===== src/rtl/pixel_addr_pkg.sv =====
`default_nettype none
// ============================================================================
// Module      : pixel_addr_pkg
// Description : Shared types and helpers for the frame-buffer read-address
//               generator: scale encoding, shadowed configuration record and
//               scale-to-shift conversion.
// Revision    : 1.0 - initial release
// ============================================================================
package pixel_addr_pkg;

    // Offsets are carried at a fixed width in the configuration record; the
    // top level zero-extends its H_BITS/V_BITS offsets into these fields.
    localparam int CFG_OFF_W = 16;

    typedef enum logic [1:0] {
        SCALE_1X   = 2'd0,
        SCALE_2X   = 2'd1,
        SCALE_4X   = 2'd2,
        SCALE_RSVD = 2'd3
    } scale_e;

    typedef struct packed {
        scale_e                 scale;
        logic                   mirror_h;
        logic                   mirror_v;
        logic [CFG_OFF_W-1:0]   x_off;
        logic [CFG_OFF_W-1:0]   y_off;
    } cfg_t;

    localparam cfg_t CFG_RESET = '{
        scale    : SCALE_1X,
        mirror_h : 1'b0,
        mirror_v : 1'b0,
        x_off    : '0,
        y_off    : '0
    };

    // log2 of the upscale factor; the reserved code maps to 1x.
    function automatic logic [1:0] scale_shift(input scale_e s);
        logic [1:0] k;
        case (s)
            SCALE_2X: k = 2'd1;
            SCALE_4X: k = 2'd2;
            default:  k = 2'd0;
        endcase
        return k;
    endfunction

endpackage : pixel_addr_pkg
`default_nettype wire


===== src/rtl/addr_cfg_shadow.sv =====
`default_nettype none
// ============================================================================
// Module      : addr_cfg_shadow
// Description : Frame-start latch for the address-generator configuration.
//               The incoming configuration is bypassed to the output in the
//               load cycle so the frame's first pixel already sees it.
// Revision    : 1.0 - initial release
// ============================================================================
module addr_cfg_shadow
    import pixel_addr_pkg::*;
(
    input  logic clk_i,
    input  logic rst_n_i,
    input  logic load_i,
    input  cfg_t cfg_i,
    output cfg_t cfg_o
);

    cfg_t cfg_q;

    // Capture the requested configuration only at frame start.
    always_ff @(posedge clk_i or negedge rst_n_i) begin
        if (!rst_n_i) begin
            cfg_q <= CFG_RESET;
        end else if (load_i) begin
            cfg_q <= cfg_i;
        end
    end

    // Same-cycle bypass: pixel (0,0) uses the values being loaded.
    assign cfg_o = load_i ? cfg_i : cfg_q;

endmodule : addr_cfg_shadow
`default_nettype wire


===== src/rtl/pixel_addr_gen.sv =====
`default_nettype none
// ============================================================================
// Module      : pixel_addr_gen
// Description : Maps VGA display coordinates to a row-major source-image
//               address with 1x/2x/4x upscale, H/V mirroring and a movable
//               display window. Three-stage pipeline, one pixel per cycle.
// Revision    : 1.0 - initial release
// ============================================================================
module pixel_addr_gen
    import pixel_addr_pkg::*;
#(
    parameter int SRC_W  = 240,
    parameter int SRC_H  = 320,
    parameter int H_BITS = 11,
    parameter int V_BITS = 10,
    parameter int ADDR_W = 17
) (
    input  logic              clk_in,
    input  logic              rst_n_in,
    input  logic              valid_in,
    input  logic [H_BITS-1:0] hcount_in,
    input  logic [V_BITS-1:0] vcount_in,
    input  logic [1:0]        scale_in,
    input  logic              mirror_h_in,
    input  logic              mirror_v_in,
    input  logic [H_BITS-1:0] x_off_in,
    input  logic [V_BITS-1:0] y_off_in,
    output logic [ADDR_W-1:0] pixel_addr_out,
    output logic              in_window_out,
    output logic              valid_out
);

    localparam int SX_W = $clog2(SRC_W);
    localparam int SY_W = $clog2(SRC_H);

    // ------------------------------------------------------------------
    // Configuration shadow
    // ------------------------------------------------------------------
    logic w_frame_start;
    cfg_t w_cfg_req;
    cfg_t w_cfg;

    assign w_frame_start = valid_in && (hcount_in == '0) && (vcount_in == '0);

    // Pack the live configuration inputs into the shadow record.
    always_comb begin
        w_cfg_req          = CFG_RESET;
        w_cfg_req.scale    = scale_e'(scale_in);
        w_cfg_req.mirror_h = mirror_h_in;
        w_cfg_req.mirror_v = mirror_v_in;
        w_cfg_req.x_off    = CFG_OFF_W'(x_off_in);
        w_cfg_req.y_off    = CFG_OFF_W'(y_off_in);
    end

    addr_cfg_shadow u_cfg_shadow (
        .clk_i   (clk_in),
        .rst_n_i (rst_n_in),
        .load_i  (w_frame_start),
        .cfg_i   (w_cfg_req),
        .cfg_o   (w_cfg)
    );

    // Upper offset bits beyond H_BITS/V_BITS are always zero.
    logic w_unused_cfg_bits;
    assign w_unused_cfg_bits = ^{w_cfg.x_off, w_cfg.y_off};

    // ------------------------------------------------------------------
    // Stage 1: offset subtract, window compare, scale shift
    // ------------------------------------------------------------------
    logic signed [H_BITS:0] w_dx;
    logic signed [V_BITS:0] w_dy;
    logic [1:0]             w_k;
    logic                   s1_valid_d, s1_valid_q;
    logic                   s1_win_d,   s1_win_q;
    logic [SX_W-1:0]        s1_sx_d,    s1_sx_q;
    logic [SY_W-1:0]        s1_sy_d,    s1_sy_q;
    logic                   s1_mh_d,    s1_mh_q;
    logic                   s1_mv_d,    s1_mv_q;

    // Signed distances from the window corner; a set sign bit means left/above.
    always_comb begin
        w_k        = scale_shift(w_cfg.scale);
        w_dx       = $signed({1'b0, hcount_in}) - $signed({1'b0, w_cfg.x_off[H_BITS-1:0]});
        w_dy       = $signed({1'b0, vcount_in}) - $signed({1'b0, w_cfg.y_off[V_BITS-1:0]});
        s1_valid_d = valid_in;
        s1_win_d   = !w_dx[H_BITS] && !w_dy[V_BITS]
                     && (32'(w_dx[H_BITS-1:0]) < (32'(SRC_W) << w_k))
                     && (32'(w_dy[V_BITS-1:0]) < (32'(SRC_H) << w_k));
        s1_sx_d    = SX_W'(w_dx[H_BITS-1:0] >> w_k);
        s1_sy_d    = SY_W'(w_dy[V_BITS-1:0] >> w_k);
        s1_mh_d    = w_cfg.mirror_h;
        s1_mv_d    = w_cfg.mirror_v;
    end

    // Stage 1 register.
    always_ff @(posedge clk_in or negedge rst_n_in) begin
        if (!rst_n_in) begin
            s1_valid_q <= 1'b0;
            s1_win_q   <= 1'b0;
            s1_sx_q    <= '0;
            s1_sy_q    <= '0;
            s1_mh_q    <= 1'b0;
            s1_mv_q    <= 1'b0;
        end else begin
            s1_valid_q <= s1_valid_d;
            s1_win_q   <= s1_win_d;
            s1_sx_q    <= s1_sx_d;
            s1_sy_q    <= s1_sy_d;
            s1_mh_q    <= s1_mh_d;
            s1_mv_q    <= s1_mv_d;
        end
    end

    // ------------------------------------------------------------------
    // Stage 2: mirror and row-base multiply
    // ------------------------------------------------------------------
    logic [SY_W-1:0]   w_sy_m;
    logic              s2_valid_d, s2_valid_q;
    logic              s2_win_d,   s2_win_q;
    logic [SX_W-1:0]   s2_sx_d,    s2_sx_q;
    logic [ADDR_W-1:0] s2_row_d,   s2_row_q;

    // Mirror reflects about the last source column/row; outside the window the
    // values are meaningless and are masked in stage 3.
    always_comb begin
        s2_valid_d = s1_valid_q;
        s2_win_d   = s1_win_q;
        s2_sx_d    = s1_mh_q ? (SX_W'(SRC_W - 1) - s1_sx_q) : s1_sx_q;
        w_sy_m     = s1_mv_q ? (SY_W'(SRC_H - 1) - s1_sy_q) : s1_sy_q;
        s2_row_d   = ADDR_W'(w_sy_m) * ADDR_W'(SRC_W);
    end

    // Stage 2 register.
    always_ff @(posedge clk_in or negedge rst_n_in) begin
        if (!rst_n_in) begin
            s2_valid_q <= 1'b0;
            s2_win_q   <= 1'b0;
            s2_sx_q    <= '0;
            s2_row_q   <= '0;
        end else begin
            s2_valid_q <= s2_valid_d;
            s2_win_q   <= s2_win_d;
            s2_sx_q    <= s2_sx_d;
            s2_row_q   <= s2_row_d;
        end
    end

    // ------------------------------------------------------------------
    // Stage 3: final add, output register
    // ------------------------------------------------------------------
    logic [ADDR_W-1:0] s3_addr_d, s3_addr_q;
    logic              s3_win_d,  s3_win_q;
    logic              s3_valid_d, s3_valid_q;

    // Out-of-window pixels read address 0.
    always_comb begin
        s3_addr_d  = s2_win_q ? (s2_row_q + ADDR_W'(s2_sx_q)) : '0;
        s3_win_d   = s2_win_q;
        s3_valid_d = s2_valid_q;
    end

    // Output register.
    always_ff @(posedge clk_in or negedge rst_n_in) begin
        if (!rst_n_in) begin
            s3_addr_q  <= '0;
            s3_win_q   <= 1'b0;
            s3_valid_q <= 1'b0;
        end else begin
            s3_addr_q  <= s3_addr_d;
            s3_win_q   <= s3_win_d;
            s3_valid_q <= s3_valid_d;
        end
    end

    assign pixel_addr_out = s3_addr_q;
    assign in_window_out  = s3_win_q;
    assign valid_out      = s3_valid_q;

endmodule : pixel_addr_gen
`default_nettype wire

===== config.mk =====
export PLATFORM = sky130hd
export DESIGN_NAME = pixel_addr_gen
export DESIGN_NICKNAME = d
export VERILOG_FILES = /design/src/rtl/pixel_addr_pkg.sv /design/src/rtl/addr_cfg_shadow.sv /design/src/rtl/pixel_addr_gen.sv
export SDC_FILE = /design/constraint.sdc
export NUM_CORES = 1
export LEC_CHECK = 0
export ABC_AREA = 1
export BUFFER_PORTS_ARGS = -buffer_cell sky130_fd_sc_hd__buf_2
export CAP_MARGIN = 20
export CORE_MARGIN = 4
export CORE_UTILIZATION = 30
export CTS_CLUSTER_SIZE = 40
export DETAILED_ROUTE_END_ITERATION = 12
export GPL_ROUTABILITY_DRIVEN = 0
export PLACE_DENSITY = 0.49
export SETUP_SLACK_MARGIN = 0.3
export SYNTH_ARGS = -nofsm -noshare
export SYNTH_HDL_FRONTEND = slang
export SYNTH_SLANG_ARGS = --single-unit

===== constraint.sdc =====
create_clock -name clk_in -period 5 [get_ports clk_in]
set_input_delay 0.25 -clock clk_in [delete_from_list [all_inputs] [get_ports clk_in]]
set_output_delay 0.25 -clock clk_in [all_outputs]
set_load 0.005 [all_outputs]

Word level (Yosys, flattened, before mapping)
Index checks and enable logic that the tools add are counted.
{"block": "word_totals", "regBits": 86, "latch_bits": 0, "ramBits": 0, "romBits": 0, "inputBits": 49, "output_inout_bits": 19, "memories": 0}
{"block": "classes", "n_addsub": 5, "n_mul": 1, "n_div": 0, "magnitude_cmp": 2, "eq_ne": 2, "shift": 4, "n_mux": 5, "bitwise_logic": 0, "reduce_logical": 9}
{"op": "36-bit 2-to-1 mux", "count": 1}
{"op": "10-bit by 32-bit less-than comparator with 1-bit output", "count": 1}
{"op": "11-bit by 32-bit less-than comparator with 1-bit output", "count": 1}
{"op": "8-bit by 2-bit << shifter with 32-bit output, first input constant", "count": 1}
{"op": "9-bit by 2-bit << shifter with 32-bit output, first input constant", "count": 1}
{"op": "17-bit by 8-bit adder with 17-bit output", "count": 1}
{"op": "17-bit 2-to-1 mux", "count": 1}
{"op": "9-bit by 4-bit multiplier with 13-bit output, second input constant", "count": 1}
{"op": "11-bit by 11-bit subtractor with 12-bit output", "count": 1}
{"op": "11-bit logical NOT", "count": 1}
{"op": "11-bit by 2-bit >> shifter with 8-bit output", "count": 1}
{"op": "10-bit by 10-bit subtractor with 11-bit output", "count": 1}
{"op": "10-bit logical NOT", "count": 1}
{"op": "10-bit by 2-bit >> shifter with 9-bit output", "count": 1}
{"op": "9-bit 2-to-1 mux", "count": 1}
{"op": "9-bit subtractor, first input constant", "count": 1}
{"op": "8-bit 2-to-1 mux", "count": 1}
{"op": "8-bit subtractor, first input constant", "count": 1}
{"op": "1-bit logical AND", "count": 5}
{"op": "2-bit case mux with 2 select lines", "count": 1}
{"op": "2-bit by 1-bit == test with 1-bit output, second input constant", "count": 1}
{"op": "2-bit == test, second input constant", "count": 1}
{"op": "1-bit logical NOT", "count": 2}

Depth between registers and ports, before layout
Gate-level depths: netlist of run 1.
{"block": "logic_depth", "word_depth": 10, "depth_mapped": 25}

By module
A second synthesis of run 1 with hierarchy kept.
{"block": "unflattened", "cells_unflattened": 832, "area_unflattened_um2": 6591.3}
{"mod": "pixel_addr_gen", "instances": 1, "cells_per_inst": 680, "area_each_um2": 5172.5, "seq_area_each_um2": 1576.5}
{"mod": "addr_cfg_shadow", "instances": 1, "cells_per_inst": 152, "area_each_um2": 1418.9, "seq_area_each_um2": 900.9}

Worst setup path before layout of run 1
No wires, ideal clock.
{"block": "synth_timing", "path_type": "reg-to-reg", "from": "register u_cfg_shadow.cfg_q[32] (netlist name)", "to": "register s2_row_q[15]", "setup_time_ns": 0.124, "arrival_ns": 3.222, "t_required_ns": 4.876, "path_slack_ns": 1.654, "stages_incl_launch_ff": 11, "path_buffers": 1, "cell_sequence": "dfrtp_1 clkbuf_1 o21ai_0 fa_1 fa_1 ha_1 nand2_1 nor2_1 nand3_1 nand4_1 xor2_1"}
{"item": "end signal, assigned", "line": "pixel_addr_gen.sv:144", "rtl": "s2_row_q <= s2_row_d;"}
{"item": "end, declared", "line": "pixel_addr_gen.sv:121", "rtl": "logic [ADDR_W-1:0] s2_row_d, s2_row_q;"}

==> results.toml, run 1 <==
[status]
status = "completed"

[die]
die-area_um2 = 22110
die_y_um = 148.7
start_util = 0.3052
dieWidth_um = 148.7
placementRows = 51
core_um2 = 19460
io_pins = 68

[cells_and_area]
multi_input_area_um2 = 3269
synthToLayoutAreaGrowth_pct = 16.45
seq_area_um2 = 2152
final_layout_size_suffix_gt1_frac = 0.1444
n_fill_cell = 2066
layout.nets = 942
antennaDiodeCount = 0
utilization = 0.3554
post_layout_nonfiller_instances = 1089

[run]
maxCapViolations = 0

[cts]
clk_latency_ns = 0.35
path_clk_slew_ns = 0.07
clockRootBuffer = "clkbuf_16"
clockBufferDepth = 2
cts_resized = 0
numCtsBuffers = 9
cts_tree = "yes"
clock-sinks = 86
cts_max_level = 3

[logic_synthesis]
synth_fp_nets = 870
syn_area_um2 = 5939
syn_area_per_cell_um2 = 7.951
synth_area_leaders = "dfrtp_1, nand2_1, ha_1"
ys_seq_elements = 86
synthCells = 747
synth_cell_type_count = 34
seq_area_frac_synth = 0.3623
synth_warnings = 0
synth_top_area_cell = "dfrtp_1"
synth_top_area_frac = 0.3623

[setup_path]
r2r_cells = 8
regToRegSetupSlack_ns = 1.62
end_kind = "flip-flop"
crit_type = "reg2reg"
crit_path_cell_trace = "xor2_1 -> fa_1 -> fa_1 -> ha_1 -> a21oi_1 -> and2_1 -> o21ai_0 -> xor2_1"
timing.rr.start = "u_cfg_shadow.cfg_q[32]"
crit_required_ns = 5.23
critPathArrivalTime_ns = 3.61
path_max_fanout = 10
cpMaxStageDelayCell = "dfrtp_1"
crit_buf_inv = 0
start_kind = "flip-flop"
path_delay_family = "adder cells"
reg2reg_to = "s2_row_q[12]"
slowest_delay_ns = 0.63

[sta]
layout_setup_ws_ns = 1.618
tightest_slew_ns = 0.7868
fin_crit_sh = 0.6764
maxSlewViolCount = 0
slew-limit-headroom = 0.4755
rsz0062_at_grt = "no"
finClkSkew_ns = 0.009257
timing.fmax_mhz = 295.7
period_minus_slack_ns = 3.382
fin_tns_setup_ns = 0
setup_viol = 0
hold_viol = 0

[place]
place_ws_ns = 1.370
dp_hpwl_mm = 10.06
placed_cells = 1072
io_buffers = 67

[min_path]
min_to = "s1_valid_q"
hold_class = "in2reg"
hold_depth = 1
hold_start = "valid_in"

[route]
routed.top_layer = "met4"
num_vias = 4755
ant_nets = 0
m1WireLength_mm = 6.037
viasPerCell = 4.366
wl_met3_um = 667
wl_mm = 12.59
drt_pre_antenna_iters = 4
wl_per_cell_um = 11.56
drtIter0Drc = 164
drcViolationCount = 0
dr_wl_met2_mm = 5.690

[global_routing]
grt_pass1_vias = 4854
track_usage = 0.1242
grt_pass1_wl_mm = 22.48
grt_max_degree = 64
antenna_found_initial = 0
grt_overflow = 0

[pwr]
power.leakage_nw = 3.653
ir_worst_vdd_mv = 0.1750
power_density_nw_per_um2 = 330.7
-- placed cells by master (no fill, tap or decap), types with 7 or more instances in the layout --
cell	n
ha_1	56
nand3_1	80
fa_1	18
nand4_1	7
nand2_1	187
o21ai_2	21
buf_4	8
clkbuf_16	9
a21oi_1	29
inv_1	115
o21ai_0	23
buf_2	66
xnor2_1	9
dfrtp_1	86
xor2_1	22
nor2_1	52
-- cells by family (layout without fill, tap and decap cells) --
kind of cell             after synthesis  after routing  share of synthesized area
AO/OA/AOI/OAI                         86             86                    0.08995
flip-flops                            86             86                     0.3623
XOR/XNOR                              31             31                    0.04571
AND/OR/NAND/NOR                      336            336                     0.2361
buffers and inverters                134            211                    0.08721
adder cells (fa/ha/maj)               74             74                     0.1786
-- final cells by class --
cell class,instances,area share
tap,265,0.04794
timing repair buffer,75,0.05789
inverter,120,0.06512
multi-input combinational,527,0.4727
sequential,86,0.3111
clock buffer,10,0.03455
clock inverter,6,0.01067
-- layer usage --
layer  track usage  up-vias
li1              -     2524
met1        0.1622     2114
met2        0.2030      101
met3       0.03199       16
met4       0.03788        0
met5             0        -
-- worst max path at each step --
stage | slack [ns] | startpoint | endpoint | depth (start not counted)
final | 1.62 | u_cfg_shadow.cfg_q[32] | s2_row_q[12] | 8
after global routing | 1.33 | u_cfg_shadow.cfg_q[32] | s2_row_q[12] | 8
after CTS | 1.54 | u_cfg_shadow.cfg_q[32] | s2_row_q[12] | 8
after detailed placement | 1.37 | vcount_in[8] | s1_win_q | 22
after global placement | 1.39 | vcount_in[1] | s1_win_q | 22
after floorplan | 1.65 | u_cfg_shadow.cfg_q[32] | s2_row_q[15] | 10
-- report_power, final --
group / leakage, nW / internal [mW] / switching, mW
Clock: 0.154 / 0.409 / 0.312
Combinational: 2.41 / 0.300 / 0.441
Sequential: 1.09 / 0.777 / 0.0489
-- synth_stat cells --
cell type	number
a31o_2	1
nor3_1	4
o21ai_1	3
inv_2	4
or2_2	1
inv_1	115
a31oi_1	2
nor2_1	52
nand3_1	80
nand2_1	187
a21o_1	1
xor2_1	22
nor3_2	1
clkbuf_1	4
a211oi_1	1
clkinv_1	1
nor4_1	1
fa_1	18
buf_4	2
o21ai_2	21
buf_1	2
dfrtp_1	86
and2_1	2
nand2_2	1
a41oi_1	1
xnor2_1	9
nand4_1	7
o21bai_1	2
o31ai_1	1
ha_1	56
o21ai_0	23
a21oi_1	29
o211ai_1	1
buf_2	6
-- stage by stage --
step | area (um2) | total power [mW] | hold slack, ns
after floorplan | 5939 | 1.401 | -0.04559
after global placement | 6594 | 1.587 | 0.1815
after detailed placement | 6594 | 1.587 | 0.1792
after CTS | 6917 | 2.332 | 0.05252
after global routing | 6917 | 2.481 | 0.05046
final | 6917 | 2.288 | 0.05734
-- timing repair --
item                                   in CTS  in global routing
endpoints found under the hold margin      23                  0
hold buffers                                1                  0
setup buffers                               0                  0
-- flip-flops by register name (all words and copies together), names as in the netlist --
name,flops
in_window_out,1
pixel_addr_out,17
s1_sx_q,8
s1_sy_q,9
s1_valid_q,1
s1_win_q,1
s2_row_q,13
s2_sx_q,8
s2_valid_q,1
s2_win_q,1
u_cfg_shadow.cfg_q,25
valid_out,1
Note: power is estimated with default switching activity, not from simulation.
==> inputs of run 2 (changes only) <==
--- a/config.mk
+++ b/config.mk
@@ -13,7 +13,7 @@
 export CTS_CLUSTER_SIZE = 40
 export DETAILED_ROUTE_END_ITERATION = 12
 export GPL_ROUTABILITY_DRIVEN = 0
-export PLACE_DENSITY = 0.49
+export PLACE_DENSITY = 0.5
 export SETUP_SLACK_MARGIN = 0.3
 export SYNTH_ARGS = -nofsm -noshare
 export SYNTH_HDL_FRONTEND = slang
==> constraint.sdc (replaced) <==
create_clock -name clk_in -period 2.9 [get_ports clk_in]
set_input_delay 0.145 -clock clk_in [delete_from_list [all_inputs] [get_ports clk_in]]
set_output_delay 0.145 -clock clk_in [all_outputs]
set_load 0.005 [all_outputs]
==> run 2 against run 1 <==
  * Die area unchanged
  * Largest power group is now combinational cells
  * Sequential cell count unchanged
  * Critical path type unchanged
  * Cell count increased by 12%
  * Worst setup slack lost 1.6 ns
  * Via count increased by 10%
  * Register-to-register slack got worse by 1.6 ns
  * Maximum frequency increased by 18%
  * Utilization grew 8.4 points
  * Combinational power rose to 2.9 times the previous value
  * Routed wire length is 15% higher
  * Largest cell class unchanged
  * Total power grew 110%
==> results.toml, run 2 (synthesis results as in run 1) <==
[global_routing]
grt_max_degree = 56
grt_overflow = 0
antenna_found_initial = 0
grt_pass1_wl_mm = 24.51
grt_pass1_vias = 5212
track_usage = 0.1376

[cells_and_area]
layout_commonest_cell = "nand2_1"
final_layout_size_suffix_gt1_frac = 0.3441
seq_area_um2 = 2153
n_fill_cell = 1926
layout.nets = 1074
layout_common_cells = "nand2_1, buf_4, inv_1"
utilization = 0.4390
largest_reg_flops = 25
antennaDiodeCount = 0
multi_input_area_um2 = 3851
synthToLayoutAreaGrowth_pct = 43.86
top_register = "u_cfg_shadow.cfg_q"

[die]
start_util = 0.3052
die_y_um = 148.7
dieWidth_um = 148.7
core_um2 = 19460
die-area_um2 = 22110
io_pins = 68
placementRows = 51

[pwr]
power_density_nw_per_um2 = 554.0
ir_worst_vdd_mv = 0.2962
power.leakage_nw = 4.365

[place]
io_buffers = 67
dp_hpwl_mm = 11.68

[setup_path]
start_kind = "flip-flop"
timing.rr.start = "u_cfg_shadow.cfg_q[32]"
crit_required_ns = 3.17
slowest_delay_ns = 0.55
cp_common_cell = "buf_4"
r2r_cells = 10
path_max_fanout = 7
cpMaxStageDelayCell = "fa_1"
reg2reg_to = "s2_row_q[14]"
path_delay_family = "adder cells"
crit_buf_inv = 3
crit_type = "reg2reg"
critPathArrivalTime_ns = 3.14
end_kind = "flip-flop"
regToRegSetupSlack_ns = 0.04
crit_path_cell_trace = "buf_12 -> xor2_4 -> buf_4 -> fa_1 -> fa_2 -> ha_4 -> nand2_4 -> buf_4 -> o31ai_4 -> xor2_1"

[route]
ant_nets = 0
num_vias = 5237
wl_mm = 14.45
viasPerCell = 4.289
drcViolationCount = 0
drt_pre_antenna_iters = 4
wl_per_cell_um = 11.84
drtIter0Drc = 124

[sta]
setup_viol = 0
tightest_slew_ns = 0.7181
rsz0062_at_grt = "yes"
fin_crit_sh = 0.9878
timing.fmax_mhz = 349.1
period_minus_slack_ns = 2.865
hold_viol = 0
finClkSkew_ns = 0.01259
maxSlewViolCount = 0
slew-limit-headroom = 0.5213
fin_tns_setup_ns = 0

[cts]
clk_latency_ns = 0.35
numCtsBuffers = 9
path_clk_slew_ns = 0.07
cts_max_level = 3
clockBufferDepth = 2
clockRootBuffer = "clkbuf_16"
cts_tree = "yes"
clock-sinks = 86

[min_path]
hold_start = "mirror_v_in"
hold_depth = 3
min_to = "u_cfg_shadow.cfg_q[32]"
hold_class = "in2reg"

[run]
maxCapViolations = 0

[status]
status = "completed"
-- run 2: worst max-delay path by stage --
stage	start	to	cells after the start
floorplan	hcount_in[4]	s1_win_q	19
global placement	hcount_in[4]	s1_win_q	23
detailed placement	hcount_in[4]	s1_win_q	21
CTS	u_cfg_shadow.cfg_q[32]	s2_row_q[16]	10
global route	hcount_in[1]	s1_win_q	25
finish	u_cfg_shadow.cfg_q[32]	s2_row_q[14]	10
-- run 2: layout make-up --
cell class | count | share of cell area
tap | 265 | 0.03881
multi-input combinational | 527 | 0.4507
clock inverter | 7 | 0.008054
inverter | 120 | 0.05301
sequential | 86 | 0.2520
timing repair buffer | 207 | 0.1710
clock buffer | 9 | 0.02636
-- run 2: worst min-delay path, delay by kind of cell --
kind            cells  cell delay (ns)
compound gates      1             0.06
buf+inv             2             0.13
-- run 2: through the flow --
stage | std cells | worst slack, ns | hold WS, ns | instance area (um2) | total power, mW
final | 1221 | 0.03536 | 0.02706 | 8544 | 4.733
after global placement | 1182 | -0.3827 | 0.2491 | 7785 | 3.154
after floorplan | 747 | 0.1134 | -0.1506 | 6302 | 2.678
after global routing | 1221 | -0.1923 | 0.03517 | 8544 | 5.101
after CTS | 1210 | 0.05645 | 0.01234 | 8262 | 4.479
after detailed placement | 1182 | -0.4488 | 0.2525 | 7785 | 3.159
-- run 2: metal layers --
layer / GRT usage / share of wire / up-vias
li1: - / - / 2785
met1: 0.1764 / 0.47 / 2382
met2: 0.2385 / 0.49 / 56
met3: 0.02316 / 0.026 / 14
met4: 0.04111 / 0.014 / 0
met5: 0 / 0 / -
-- run 2: repair_timing --
item / in CTS / in global routing
endpoints found under the hold margin: 55 / 0
pin swaps: 12 / 33
hold buffers: 2 / 0
endpoints found under the setup margin: 11 / 21
setup buffers: 10 / 11
gates resized for setup: 15 / 46
-- run 2: where the power goes --
part           switching, mW  total (mW)  internal, mW
logic                   1.09        2.16          1.08
clock network          0.534        1.14         0.602
registers             0.0948        1.43          1.34
==> inputs of run 3 (changes only) <==
--- a/config.mk
+++ b/config.mk
@@ -13,7 +13,7 @@
 export CTS_CLUSTER_SIZE = 40
 export DETAILED_ROUTE_END_ITERATION = 12
 export GPL_ROUTABILITY_DRIVEN = 0
-export PLACE_DENSITY = 0.5
+export PLACE_DENSITY = 0.57
 export SETUP_SLACK_MARGIN = 0.3
 export SYNTH_ARGS = -nofsm -noshare
 export SYNTH_HDL_FRONTEND = slang
==> run 3 against run 2 <==
  * Largest power group unchanged
  * Critical path depth up 1
  * Utilization barely moved
  * Critical endpoint unchanged
  * First-iteration DRC count grew 27%
  * Worst hold slack better by 0.016 ns
  * Maximum frequency decreased by 0.98%
  * Largest cell class unchanged
  * Die area is the same
  * Total power down 0.19%
  * Via count fell by 0.31%
  * Sequential cell count did not move
  * Sequential share of layout area about the same
  * Clock power barely moved
==> results.toml, run 3 (synthesis results as in run 1) <==
[cts]
clockRootBuffer = "clkbuf_16"
clockBufferDepth = 2
path_clk_slew_ns = 0.07
clock-sinks = 86
cts_max_level = 3
numCtsBuffers = 9
clk_latency_ns = 0.35
cts_tree = "yes"

[cells_and_area]
layout_commonest_cell = "nand2_1"
largest_reg_flops = 25
top_register = "u_cfg_shadow.cfg_q"
synthToLayoutAreaGrowth_pct = 43.92
final_layout_size_suffix_gt1_frac = 0.3516
layout.nets = 1068
layout_common_cells = "nand2_1, buf_4, inv_1"
n_fill_cell = 1916
antennaDiodeCount = 0

[die]
io_pins = 68
placementRows = 51
die-area_um2 = 22110
start_util = 0.3052
die_y_um = 148.7
dieWidth_um = 148.7
core_um2 = 19460

[route]
drtIter0Drc = 157
ant_nets = 0
drcViolationCount = 0
drt_pre_antenna_iters = 5
viasPerCell = 4.297
wl_per_cell_um = 11.72
num_vias = 5221
wl_mm = 14.25

[place]
io_buffers = 67
dp_hpwl_mm = 11.42

[sta]
tightest_slew_ns = 0.6936
timing.fmax_mhz = 345.7
rsz0062_at_grt = "yes"
holdWs_ns = 0.04262
hold_viol = 0
fin_crit_sh = 0.9976
finClkSkew_ns = 0.008437
maxSlewViolCount = 0
setup_viol = 0
period_minus_slack_ns = 2.893
slew-limit-headroom = 0.5376

[pwr]
sw_frac_of_total = 0.3646
internal_power_mw = 3.002
power_mw = 4.725
power_density_nw_per_um2 = 552.7
p_sw_mw = 1.722
p_clk_frac = 0.239
power.leakage_nw = 4.341
ir_worst_vdd_mv = 0.3335
seq_power_share = 0.303
pwr-share-comb = 0.458

[setup_path]
startpoint = "u_cfg_shadow.cfg_q[32]"
critPathArrivalTime_ns = 3.12
crit_type = "reg2reg"
crit_required_ns = 3.13
start_kind = "flip-flop"
path_max_fanout = 7
end_kind = "flip-flop"
timing.rr.start = "u_cfg_shadow.cfg_q[32]"

[global_routing]
track_usage = 0.1357
grt_max_degree = 49
grt_pass1_wl_mm = 24.40
grt_pass1_vias = 5373
grt_overflow = 0
antenna_found_initial = 0

[run]
maxCapViolations = 0

[min_path]
hold_start = "x_off_in[8]"
hold_class = "in2reg"

[status]
status = "completed"
## run 3: cell count changes in the layout (fill, tap and decap cells not counted), sizes merged
cell / before / now
inv: 122 / 123
buf: 205 / 199
clkinv: 3 / 2
## run 3: metal layers
metal  vias up  GRT usage  routed length, um  part of all wire
li1       2762          -                  -                 -
met1      2375     0.1676               6393              0.45
met2        71     0.2473               7328              0.51
met3        13    0.02194                384             0.027
met4         0    0.03233                139            0.0098
met5         -          0                  0                 0
## run 3: power groups by stage
stage	combinational, mW	sequential (mW)	clock (mW)
2_1_floorplan	1.24	1.44	0
3_3_place_gp	1.75	1.45	0
3_5_place_dp	1.77	1.46	0
4_1_cts	1.83	1.43	1.17
5_1_grt	2.42	1.45	1.21
6_report	2.16	1.43	1.13
## run 3: critical path, stage by stage (launching register included)
cell	delay, ns
dfrtp_1	0.41
buf_12	0.17
xor2_4	0.17
buf_4	0.15
fa_1	0.56
fa_2	0.47
ha_4	0.29
nand2_4	0.10
nor2_1	0.06
nor2_2	0.13
o31ai_4	0.09
xor2_1	0.15
## run 3: metrics by stage
step	cells	cell area, um2	TNS (ns)	util	worst slack [ns]
finish	1215	8548	0	0.4392	0.006963
global route	1215	8548	-0.3491	0.4392	-0.1055
CTS	1209	8178	0	0.4202	0.03173
detailed placement	1185	7807	-0.4686	0.4012	-0.3824
global placement	1185	7807	-0.5591	0.4012	-0.3857
floorplan	747	6302	0	-	0.1134
## run 3: final timing paths
check / to / slack (ns) / cells after the start
setup / recovery: s2_row_q[14] / 0.007 / 11
hold / removal: u_cfg_shadow.cfg_q[24] / 0.04 / 3
setup reg to reg: s2_row_q[14] / 0.007 / 11
hold reg to reg: valid_out / 0.35 / 0
max in group asynchronous: s2_sx_q[5] / 1.86 / 3
min in group asynchronous: u_cfg_shadow.cfg_q[25] / 0.37 / 2
## run 3: what timing repair did
item	CTS	global route
buffers inserted	6	5
gates cloned	0	1
pin swaps	6	25
setup endpoints to repair	10	27
endpoints found under the hold margin	47	0
resized for setup	3	73
hold buffers	2	0
## run 3: layout make-up
cell class                      instances  area (um2)  share of cell area
Tap cell                              265       331.6             0.03879
Clock inverter                          7       63.81            0.007465
Sequential cell                        86        2153              0.2519
Timing Repair Buffer                  201        1414              0.1654
Clock buffer                            9       225.2             0.02635
Inverter                              120       450.4             0.05269
Multi-Input combinational cell        527        3910              0.4574
